`src/rtl/pcie_phy_pkg.sv`:
```
// Shared types and sizing helpers for the PCIe PHY reset sequencer.
package pcie_phy_pkg;

    typedef enum logic [2:0] {
        RST_PLL  = 3'd0,
        WAIT_PLL = 3'd1,
        WAIT_CDR = 3'd2,
        RST_PCS  = 3'd3,
        READY    = 3'd4,
        ERROR    = 3'd5
    } phy_rst_state_e;

    function automatic int unsigned max4(input int unsigned a, input int unsigned b,
                                         input int unsigned c, input int unsigned d);
        int unsigned m;
        m = a;
        if (b > m) m = b;
        if (c > m) m = c;
        if (d > m) m = d;
        return m;
    endfunction

    // Counter width for values 0..n-1, never narrower than one bit.
    function automatic int unsigned cnt_width(input int unsigned n);
        return (n <= 1) ? 1 : $clog2(n);
    endfunction

endpackage

```
`src/rtl/pcie_sync_2ff.sv`:
```
// Single-bit two-flop synchronizer, asynchronously reset to 0.
module pcie_sync_2ff (
    input  logic clk,
    input  logic rst_i,
    input  logic d_i,
    output logic q_o
);

    logic meta_q, meta_d;
    logic sync_q, sync_d;

    always_comb begin
        meta_d = d_i;
        sync_d = meta_q;
    end

    always_ff @(posedge clk or posedge rst_i) begin
        if (rst_i) begin
            meta_q <= 1'b0;
            sync_q <= 1'b0;
        end else begin
            meta_q <= meta_d;
            sync_q <= sync_d;
        end
    end

    assign q_o = sync_q;

endmodule

```
`src/rtl/pcie_phy_reset_seq.sv`:
```
// PHY bring-up reset sequencer: PLL reset -> PLL lock -> PMA release -> CDR lock
// -> PCS release -> ready, with bounded retries on lock timeout.
module pcie_phy_reset_seq
    import pcie_phy_pkg::*;
#(
    parameter int unsigned PLL_RST_CYCLES   = 16,
    parameter int unsigned PLL_LOCK_TIMEOUT = 1024,
    parameter int unsigned CDR_LOCK_TIMEOUT = 1024,
    parameter int unsigned PCS_RST_CYCLES   = 8,
    parameter int unsigned MAX_RETRIES      = 3
) (
    input  logic       clk,
    input  logic       rst_i,
    input  logic       restart_i,
    input  logic       pll_lock_i,
    input  logic       cdr_lock_i,
    output logic       pll_rst_o,
    output logic       pma_rst_o,
    output logic       pcs_rst_o,
    output logic       phy_ready_o,
    output logic       err_o,
    output logic [2:0] state_o
);

    localparam int unsigned CW = cnt_width(max4(PLL_LOCK_TIMEOUT, CDR_LOCK_TIMEOUT,
                                                PLL_RST_CYCLES, PCS_RST_CYCLES));
    localparam int unsigned RW = cnt_width(MAX_RETRIES + 1);

    localparam logic [CW-1:0] PLL_RST_LAST  = CW'(PLL_RST_CYCLES - 1);
    localparam logic [CW-1:0] PLL_LOCK_LAST = CW'(PLL_LOCK_TIMEOUT - 1);
    localparam logic [CW-1:0] CDR_LOCK_LAST = CW'(CDR_LOCK_TIMEOUT - 1);
    localparam logic [CW-1:0] PCS_RST_LAST  = CW'(PCS_RST_CYCLES - 1);
    localparam logic [RW-1:0] RETRY_LAST    = RW'(MAX_RETRIES);

    logic pll_lock_s, cdr_lock_s;

    phy_rst_state_e  state_q, state_d;
    logic [CW-1:0]   cnt_q, cnt_d;
    logic [RW-1:0]   retry_q, retry_d;
    logic            timeout;
    logic            pll_rst_q, pll_rst_d;
    logic            pma_rst_q, pma_rst_d;
    logic            pcs_rst_q, pcs_rst_d;
    logic            ready_q, ready_d;
    logic            err_q, err_d;

    pcie_sync_2ff u_pll_sync (
        .clk   (clk),
        .rst_i (rst_i),
        .d_i   (pll_lock_i),
        .q_o   (pll_lock_s)
    );

    pcie_sync_2ff u_cdr_sync (
        .clk   (clk),
        .rst_i (rst_i),
        .d_i   (cdr_lock_i),
        .q_o   (cdr_lock_s)
    );

    always_ff @(posedge clk or posedge rst_i) begin
        if (rst_i) begin
            state_q   <= RST_PLL;
            cnt_q     <= '0;
            retry_q   <= '0;
            pll_rst_q <= 1'b1;
            pma_rst_q <= 1'b1;
            pcs_rst_q <= 1'b1;
            ready_q   <= 1'b0;
            err_q     <= 1'b0;
        end else begin
            state_q   <= state_d;
            cnt_q     <= cnt_d;
            retry_q   <= retry_d;
            pll_rst_q <= pll_rst_d;
            pma_rst_q <= pma_rst_d;
            pcs_rst_q <= pcs_rst_d;
            ready_q   <= ready_d;
            err_q     <= err_d;
        end
    end

    // RETRY is resolved inline: a timeout either bumps retry and restarts, or lands in ERROR.
    always_comb begin
        state_d = state_q;
        retry_d = retry_q;
        timeout = 1'b0;
        if (restart_i) begin
            state_d = RST_PLL;
            retry_d = '0;
        end else begin
            case (state_q)
                RST_PLL: begin
                    if (cnt_q == PLL_RST_LAST) state_d = WAIT_PLL;
                end
                WAIT_PLL: begin
                    if (pll_lock_s)                  state_d = WAIT_CDR;
                    else if (cnt_q == PLL_LOCK_LAST) timeout = 1'b1;
                end
                WAIT_CDR: begin
                    if (!pll_lock_s)                 state_d = RST_PLL;
                    else if (cdr_lock_s)             state_d = RST_PCS;
                    else if (cnt_q == CDR_LOCK_LAST) timeout = 1'b1;
                end
                RST_PCS: begin
                    if (!pll_lock_s)      state_d = RST_PLL;
                    else if (!cdr_lock_s) state_d = WAIT_CDR;
                    else if (cnt_q == PCS_RST_LAST) begin
                        state_d = READY;
                        retry_d = '0;
                    end
                end
                READY: begin
                    if (!pll_lock_s)      state_d = RST_PLL;
                    else if (!cdr_lock_s) state_d = WAIT_CDR;
                end
                ERROR:   state_d = ERROR;
                default: state_d = RST_PLL;
            endcase
        end

        if (timeout) begin
            if (retry_q == RETRY_LAST) begin
                state_d = ERROR;
            end else begin
                retry_d = retry_q + 1'b1;
                state_d = RST_PLL;
            end
        end

        if (restart_i || (state_d != state_q)) cnt_d = '0;
        else if (cnt_q != '1)                   cnt_d = cnt_q + 1'b1;
        else                                    cnt_d = cnt_q;
    end

    always_comb begin
        pll_rst_d = (state_d == RST_PLL) || (state_d == ERROR);
        pma_rst_d = (state_d == RST_PLL) || (state_d == WAIT_PLL) || (state_d == ERROR);
        pcs_rst_d = (state_d != READY);
        ready_d   = (state_d == READY);
        err_d     = (state_d == ERROR);
    end

    assign pll_rst_o   = pll_rst_q;
    assign pma_rst_o   = pma_rst_q;
    assign pcs_rst_o   = pcs_rst_q;
    assign phy_ready_o = ready_q;
    assign err_o       = err_q;
    assign state_o     = state_q;

endmodule

```
`config.mk`:
```
export PLATFORM = sky130hd
export DESIGN_NAME = pcie_phy_reset_seq
export DESIGN_NICKNAME = d
export VERILOG_FILES = /design/src/rtl/pcie_phy_pkg.sv /design/src/rtl/pcie_sync_2ff.sv /design/src/rtl/pcie_phy_reset_seq.sv
export SDC_FILE = /design/constraint.sdc
export NUM_CORES = 1
export LEC_CHECK = 0
export ABC_AREA = 1
export CORE_MARGIN = 2
export CORE_UTILIZATION = 45
export CTS_BUF_LIST = sky130_fd_sc_hd__clkbuf_4 sky130_fd_sc_hd__clkbuf_8
export DETAILED_ROUTE_END_ITERATION = 10
export PLACE_DENSITY = 0.61
export RECOVER_POWER = 25
export SKIP_CTS_REPAIR_TIMING = 1
export SLEW_MARGIN = 10
export SYNTH_ARGS = -nofsm -noshare
export SYNTH_HDL_FRONTEND = slang
export SYNTH_HIERARCHICAL = 1
export SYNTH_SLANG_ARGS = --single-unit
```
`constraint.sdc`:
```
create_clock -name clk -period 3.03 [get_ports clk]
set_input_delay 0.606 -clock clk [delete_from_list [all_inputs] [get_ports clk]]
set_output_delay 0.606 -clock clk [all_outputs]
set_load 0.005 [all_outputs]
```
# Yosys cells after proc, flatten, opt, wreduce, memory -nomap -nowiden

Cells that the tools add are included.
W data, S select, Z words.

Word-level logic and storage cells: 64
Bits in registers: 24
Input port bits: 5
Output and inout port bits: 8

Reductions and logical operators: 7
Add/subtract/negate cells: 2
Equal/unequal tests: 15
Mux-type cells: 28

Operators by type and width:

| operator                | number |
|---|---|
| $mux W3                 | 12 |
| $mux W10                | 2 |
| $pmux W3 S6             | 1 |
| $mux W2                 | 7 |
| $eq A3 B3 Y1 const B    | 4 |
| $add A10 B1 Y10 const B | 1 |
| $eq A10 B10 Y1 const B  | 1 |
| $eq A10 B3 Y1 const B   | 1 |
| $eq A10 B4 Y1 const B   | 1 |
| $ne A10 B10 Y1 const B  | 1 |
| $eq A3 B1 Y1 const B    | 2 |
| $eq A3 B2 Y1 const B    | 2 |
| $logic_not A3 Y1        | 2 |
| $mux W1                 | 5 |
| $logic_or A1 B1 Y1      | 4 |
| $ne A3 B3 Y1            | 1 |
| $ne A3 B3 Y1 const B    | 1 |
| $add A2 B1 Y2 const B   | 1 |
| $eq A2 B2 Y1 const B    | 1 |
| $pmux W1 S2             | 1 |
| $reduce_bool A2 Y1      | 1 |

# Depth between registers and ports, before layout

Depth after elaboration: 10
Mapped depth: 13
Gate-level depth less buffers: 13

# Modules after synthesis

Netlist, hierarchy kept.

By module, submodules not included:

| module             | seq. area each (um^2) | instances | cells an instance | area an instance (um^2) |
|---|---|---|---|---|
| pcie_phy_reset_seq | 504.2                 | 1         | 156               | 1282.5 |
| pcie_sync_2ff      | 50.0                  | 2         | 3                 | 53.8 |

# Least setup slack after synthesis

No wires, ideal clock.

Path type: register to register
Start: reg cnt_q[0]
End: reg cnt_q[7]
Stages on the path, launching flop included: 11
Clock period less this slack: 1.758 ns
Required time: 2.910 ns
Library setup time: 0.120 ns
Buffers on the path: 0
Setup slack: 1.272 ns
Arrival time: 1.638 ns
Cells stage by stage: dfrtp_1 ha_1 nand2_2 nor2_4 nand2_4 nor2_8 or2_2 nor3_1 nand2_1 xor2_1 nor2_2

Longest elaborated chain between the ends: 10
Elaborated cells between the ends (all ways): 23
Those cells by class: add/sub: 1; eq/ne: 5; mux: 15; reduce/logical: 2

RTL lines:

| what                                                   | RTL line                                                                       | source |
|---|---|---|
| start, declared                                        | pcie_phy_reset_seq.sv:38                                                       | `logic [CW-1:0] cnt_q, cnt_d;` |
| start signal, assigned                                 | pcie_phy_reset_seq.sv:73                                                       | `cnt_q <= cnt_d;` |
| $eq A10 B3 Y1 / $eq A10 B10 Y1 (equally long branches) | pcie_phy_reset_seq.sv:108, pcie_phy_reset_seq.sv:98, pcie_phy_reset_seq.sv:103 |  |
| $mux W3 / $mux W1 (equally long branches)              | pcie_phy_reset_seq.sv:108, pcie_phy_reset_seq.sv:98, pcie_phy_reset_seq.sv:103 |  |
| $mux W3 / $mux W1 (equally long branches)              | pcie_phy_reset_seq.sv:107, pcie_phy_reset_seq.sv:102                           |  |
| $mux W3 / $mux W1 (equally long branches)              | pcie_phy_reset_seq.sv:106, pcie_phy_reset_seq.sv:101                           |  |
| $pmux W3 S6 / $pmux W1 S2 (equally long branches)      | pcie_phy_reset_seq.sv:92                                                       | `case (state_q)` |
| $mux W3 / $mux W1 (equally long branches)              | pcie_phy_reset_seq.sv:88                                                       | `if (restart_i) begin` |
| $mux W3                                                | pcie_phy_reset_seq.sv:122                                                      | `if (timeout) begin` |
| $ne A3 B3 Y1                                           | pcie_phy_reset_seq.sv:131                                                      | `if (restart_i \|\| (state_d != state_q)) cnt_d = '0;` |
| $logic_or A1 B1 Y1                                     | pcie_phy_reset_seq.sv:131                                                      |  |
| $mux W10 / $reduce_bool A2 Y1 (equally long branches)  | -                                                                              |  |

Parallel ways exist; a longest one is shown, timed or not. The select of a mux whose other input is x is not followed.
A chain may end at the register's enable or synchronous reset.

# Worst setup path after layout

Start: reg state_q[0], in the netlist state_o[0]
End: out state_o[0]

RTL lines:

| what                   | RTL line                 | source |
|---|---|---|
| start, declared        | pcie_phy_reset_seq.sv:37 | `phy_rst_state_e state_q, state_d;` |
| start signal, assigned | pcie_phy_reset_seq.sv:72 | `state_q <= state_d;` |
| end, declared          | pcie_phy_reset_seq.sv:22 | `output logic [2:0] state_o` |

No word-level cell between the ends.

==> impl_metrics.sql <==
INSERT INTO impl_metrics (metric_group, metric, value, unit) VALUES
('status', 'outcome', 'finished clean', ''),
('clock_network', 'clock_sinks', '24', ''),
('synth', 'dominant_combinational_cell_family_by_area_after_synthesis', 'simple AND/OR/NAND/NOR gates', ''),
('synth', 'yosysTopAreaCell', 'sky130_fd_sc_hd__dfrtp_1', ''),
('clock_network', 'worstSkewPairLatency', '320', 'ps'),
('synth', 'syn-num-nets', '169', ''),
('place', 'gpl.final_weighted_congestion', '0.889', ''),
('routing', 'drc', '0', ''),
('synth', 'synth_fa_ha_area_share', '1.80', '%'),
('synth', 'post_synth_instance_area', '0.00139', 'sq mm'),
('worst_setup_path', 'critical_path_required', '2420', 'ps'),
('worst_setup_path', 'crit_path_cell_trace', 'clkdlybuf4s50_1', ''),
('worst_setup_path', 'worstSetupPathType', 'flop to output pin', ''),
('routing', 'wl_per_cell', '12.6', 'microns'),
('sta', 'clock-skew-final', '10.1', 'ps'),
('floorplanning', 'core-area', '0.00300', 'sq mm'),
('sta', 'final.period_utilization', '67.1', '%'),
('synth', 'synth_simple_gate_area_share', '35.9', '%'),
('worst_setup_path', 'slowest_delay', '570', 'ps'),
('clock_network', 'tritoncts', 'built', ''),
('sta', 'timing.final.hold_violations', '0', ''),
('sta', 'setup-tns-final', '0', 'ps'),
('worst_hold_path', 'hold_path.class', 'flop to flop', ''),
('synth', 'post_synth_mux_area_share', '1.44', '%'),
('clock_network', 'htree_levels', '1', ''),
('synth', 'synth-xor-area-share', '2.52', '%'),
('sta', 'max_freq', '0.492', 'GHz'),
('synth', 'post_synthesis_async_set_or_reset_flop_share', '100', '%'),
('grt', 'grt_start_max_net_pins', '21', ''),
('place', 'buffer_ports.inserted', '12', ''),
('worst_setup_path', 'crit_path_top_delay_cell', 'sky130_fd_sc_hd__clkdlybuf4s50_1', ''),
('floorplanning', 'floorplan.initialDensity', '46.3', '%'),
('synth', 'synth_compound_area_share', '8.01', '%'),
('clock_network', 'cts-buffers-inserted', '3', ''),
('sta', 'finalMaxSlewViolations', '0', ''),
('worst_setup_path', 'worstPathMaxFanout', '9', ''),
('routing', 'detailedRoute.firstPassIterationCount', '4', ''),
('routing', 'viasPerCell', '5.35', ''),
('synth', 'syn-mean-instance-area', '8.58', 'sq um'),
('synth', 'post_synth_main_area_contributors', 'sky130_fd_sc_hd__dfrtp_1 (38%), sky130_fd_sc_hd__nand2_1 (6.2%), sky130_fd_sc_hd__dfstp_2 (5.7%), sky130_fd_sc_hd__inv_1 (5.4%), sky130_fd_sc_hd__nor2_2 (5.0%)', ''),
('sta', 'worst_pin_slew', '771', 'ps'),
('sta', 'maxSlewHeadroom', '48.5', '%'),
('synth', 'synth.most_common_cell', 'sky130_fd_sc_hd__nand2_1', ''),
('worst_setup_path', 'timing.critical_path.from_type', 'flop', ''),
('synth', 'edff_count_synth', '0', ''),
('grt', 'grt_pass1_wl', '4.62', 'mm'),
('clock_network', 'cts_root_buffer', 'sky130_fd_sc_hd__clkbuf_4', ''),
('cells_and_area', 'largest-register', 'cnt_q', ''),
('cells_and_area', 'drive_above_1_share', '22.6', '%'),
('sta', 'setup_viol', '0', ''),
('synth', 'synthDistinctLibCells', '31', ''),
('worst_setup_path', 'end_kind', 'output pin', ''),
('power', 'power_per_unit_of_standard_cell_area', '372', 'mW/mm^2'),
('run', 'maxCapViolations', '0', ''),
('cells_and_area', 'area_growth_syn_to_layout', '15.0', '%'),
('power', 'p_leak', '0.744', 'nW'),
('cells_and_area', 'final_util', '53.3', '%'),
('synth', 'ys_seq_area_share', '43.5', '%'),
('cells_and_area', 'filler_cell_count', '289', ''),
('synth', 'synth_common_cells', 'sky130_fd_sc_hd__nand2_1 (23), sky130_fd_sc_hd__dfrtp_1 (21), sky130_fd_sc_hd__inv_1 (20), sky130_fd_sc_hd__nor2_1 (16)', ''),
('worst_setup_path', 'path_delay_family', 'buffers and inverters', ''),
('grt', 'grt_usage', '17.2', '%'),
('floorplanning', 'number_of_core_rows', '20', ''),
('place', 'place.detailed.hpwl', '1.97', 'mm'),
('floorplanning', 'die_w', '59.6', 'microns'),
('synth', 'ys_dominant_reg_cell', 'sky130_fd_sc_hd__dfrtp_1', ''),
('floorplanning', 'dieHeight', '59.6', 'microns'),
('synth', 'synth_instances', '162', ''),
('floorplanning', 'die_area', '0.00355', 'sq mm'),
('routing', 'route.vias.total', '1123', ''),
('clock_network', 'clk_path_buf_depth', '2', '');
==> layout make-up <==
| class | count | area, sq um | area share, % |
|---|---|---|---|
| Clock buffer | 3 | 22.5 | 1.41 |
| Clock inverter | 1 | 30.0 | 1.88 |
| Inverter | 24 | 90.1 | 5.63 |
| Multi-Input combinational cell | 113 | 691 | 43.2 |
| Sequential cell | 24 | 604 | 37.8 |
| Tap cell | 33 | 41.3 | 2.58 |
| Timing Repair Buffer | 12 | 120 | 7.51 |
==> cells by family (layout without fill, tap and decap cells) <==
family	after synthesis	count (layout)
AO/OA/AOI/OAI	18	18
XOR/XNOR	4	4
adder cells (fa/ha/maj)	2	2
buffers and inverters	25	40
flip-flops	24	24
multiplexers	2	2
AND/OR/NAND/NOR	87	87
==> final timing paths <==
path / from / to / slack (ps) / depth (start not counted)
min: u_cdr_sync/meta_q / u_cdr_sync/q_o / 370 / 0
min in group asynchronous: rst_i / u_cdr_sync/meta_q / 610 / 2
max in group asynchronous: rst_i / cnt_q[6] / 1650 / 2
min reg2reg: u_cdr_sync/meta_q / u_cdr_sync/q_o / 370 / 0
max reg2reg: cnt_q[0] / cnt_q[6] / 1030 / 12
max: state_o[0] / state_o[0] / 1000 / 1
==> through the flow <==
| step | area, sq um | hold slack, ps | power [mW] | instances | worst slack (ps) |
|---|---|---|---|---|---|
| floorplan | 1390 | 331 | 0.361 | 162 | 1270 |
| global placement | 1550 | 334 | 0.371 | 206 | 955 |
| detailed placement | 1550 | 342 | 0.373 | 206 | 893 |
| CTS | 1600 | 373 | 0.605 | 210 | 988 |
| global route | 1600 | 384 | 0.620 | 210 | 855 |
| finish | 1600 | 369 | 0.595 | 210 | 998 |
==> report_power, final <==
group	total [mW]	internal [mW]	switching [mW]	leakage, nW
Clock	0.230	0.134	0.0964	0.0279
Combinational	0.0327	0.0121	0.0206	0.403
Sequential	0.332	0.326	0.00582	0.313
==> layer usage <==
| layer | track usage, % | wire length [microns] |
|---|---|---|
| met3 | 4.15 | 143 |
| met1 | 22.9 | 1240 |
| met4 | 3.81 | 17 |
| met2 | 28.4 | 1250 |
| met5 | 0 | 0 |
==> layout by cell type, fill, tap and decap left out, types with 3 or more instances in the layout <==
master | netlist | routed
sky130_fd_sc_hd__inv_2 | 4 | 4
sky130_fd_sc_hd__xor2_1 | 3 | 3
sky130_fd_sc_hd__nand2_4 | 3 | 3
sky130_fd_sc_hd__nand2_1 | 23 | 23
sky130_fd_sc_hd__nand2_2 | 6 | 6
sky130_fd_sc_hd__dlygate4sd3_1 | 0 | 3
sky130_fd_sc_hd__inv_1 | 20 | 20
sky130_fd_sc_hd__nor2_2 | 11 | 11
sky130_fd_sc_hd__clkbuf_4 | 0 | 3
sky130_fd_sc_hd__nor2_1 | 16 | 16
sky130_fd_sc_hd__nand3_1 | 11 | 11
sky130_fd_sc_hd__nor2_4 | 3 | 3
sky130_fd_sc_hd__o21ai_0 | 6 | 6
sky130_fd_sc_hd__dfrtp_1 | 21 | 21
sky130_fd_sc_hd__dfstp_2 | 3 | 3
sky130_fd_sc_hd__a21oi_1 | 6 | 6
sky130_fd_sc_hd__nand4_1 | 5 | 5
sky130_fd_sc_hd__clkdlybuf4s50_1 | 0 | 9
No activity file was read; power rests on OpenSTA's default activity.
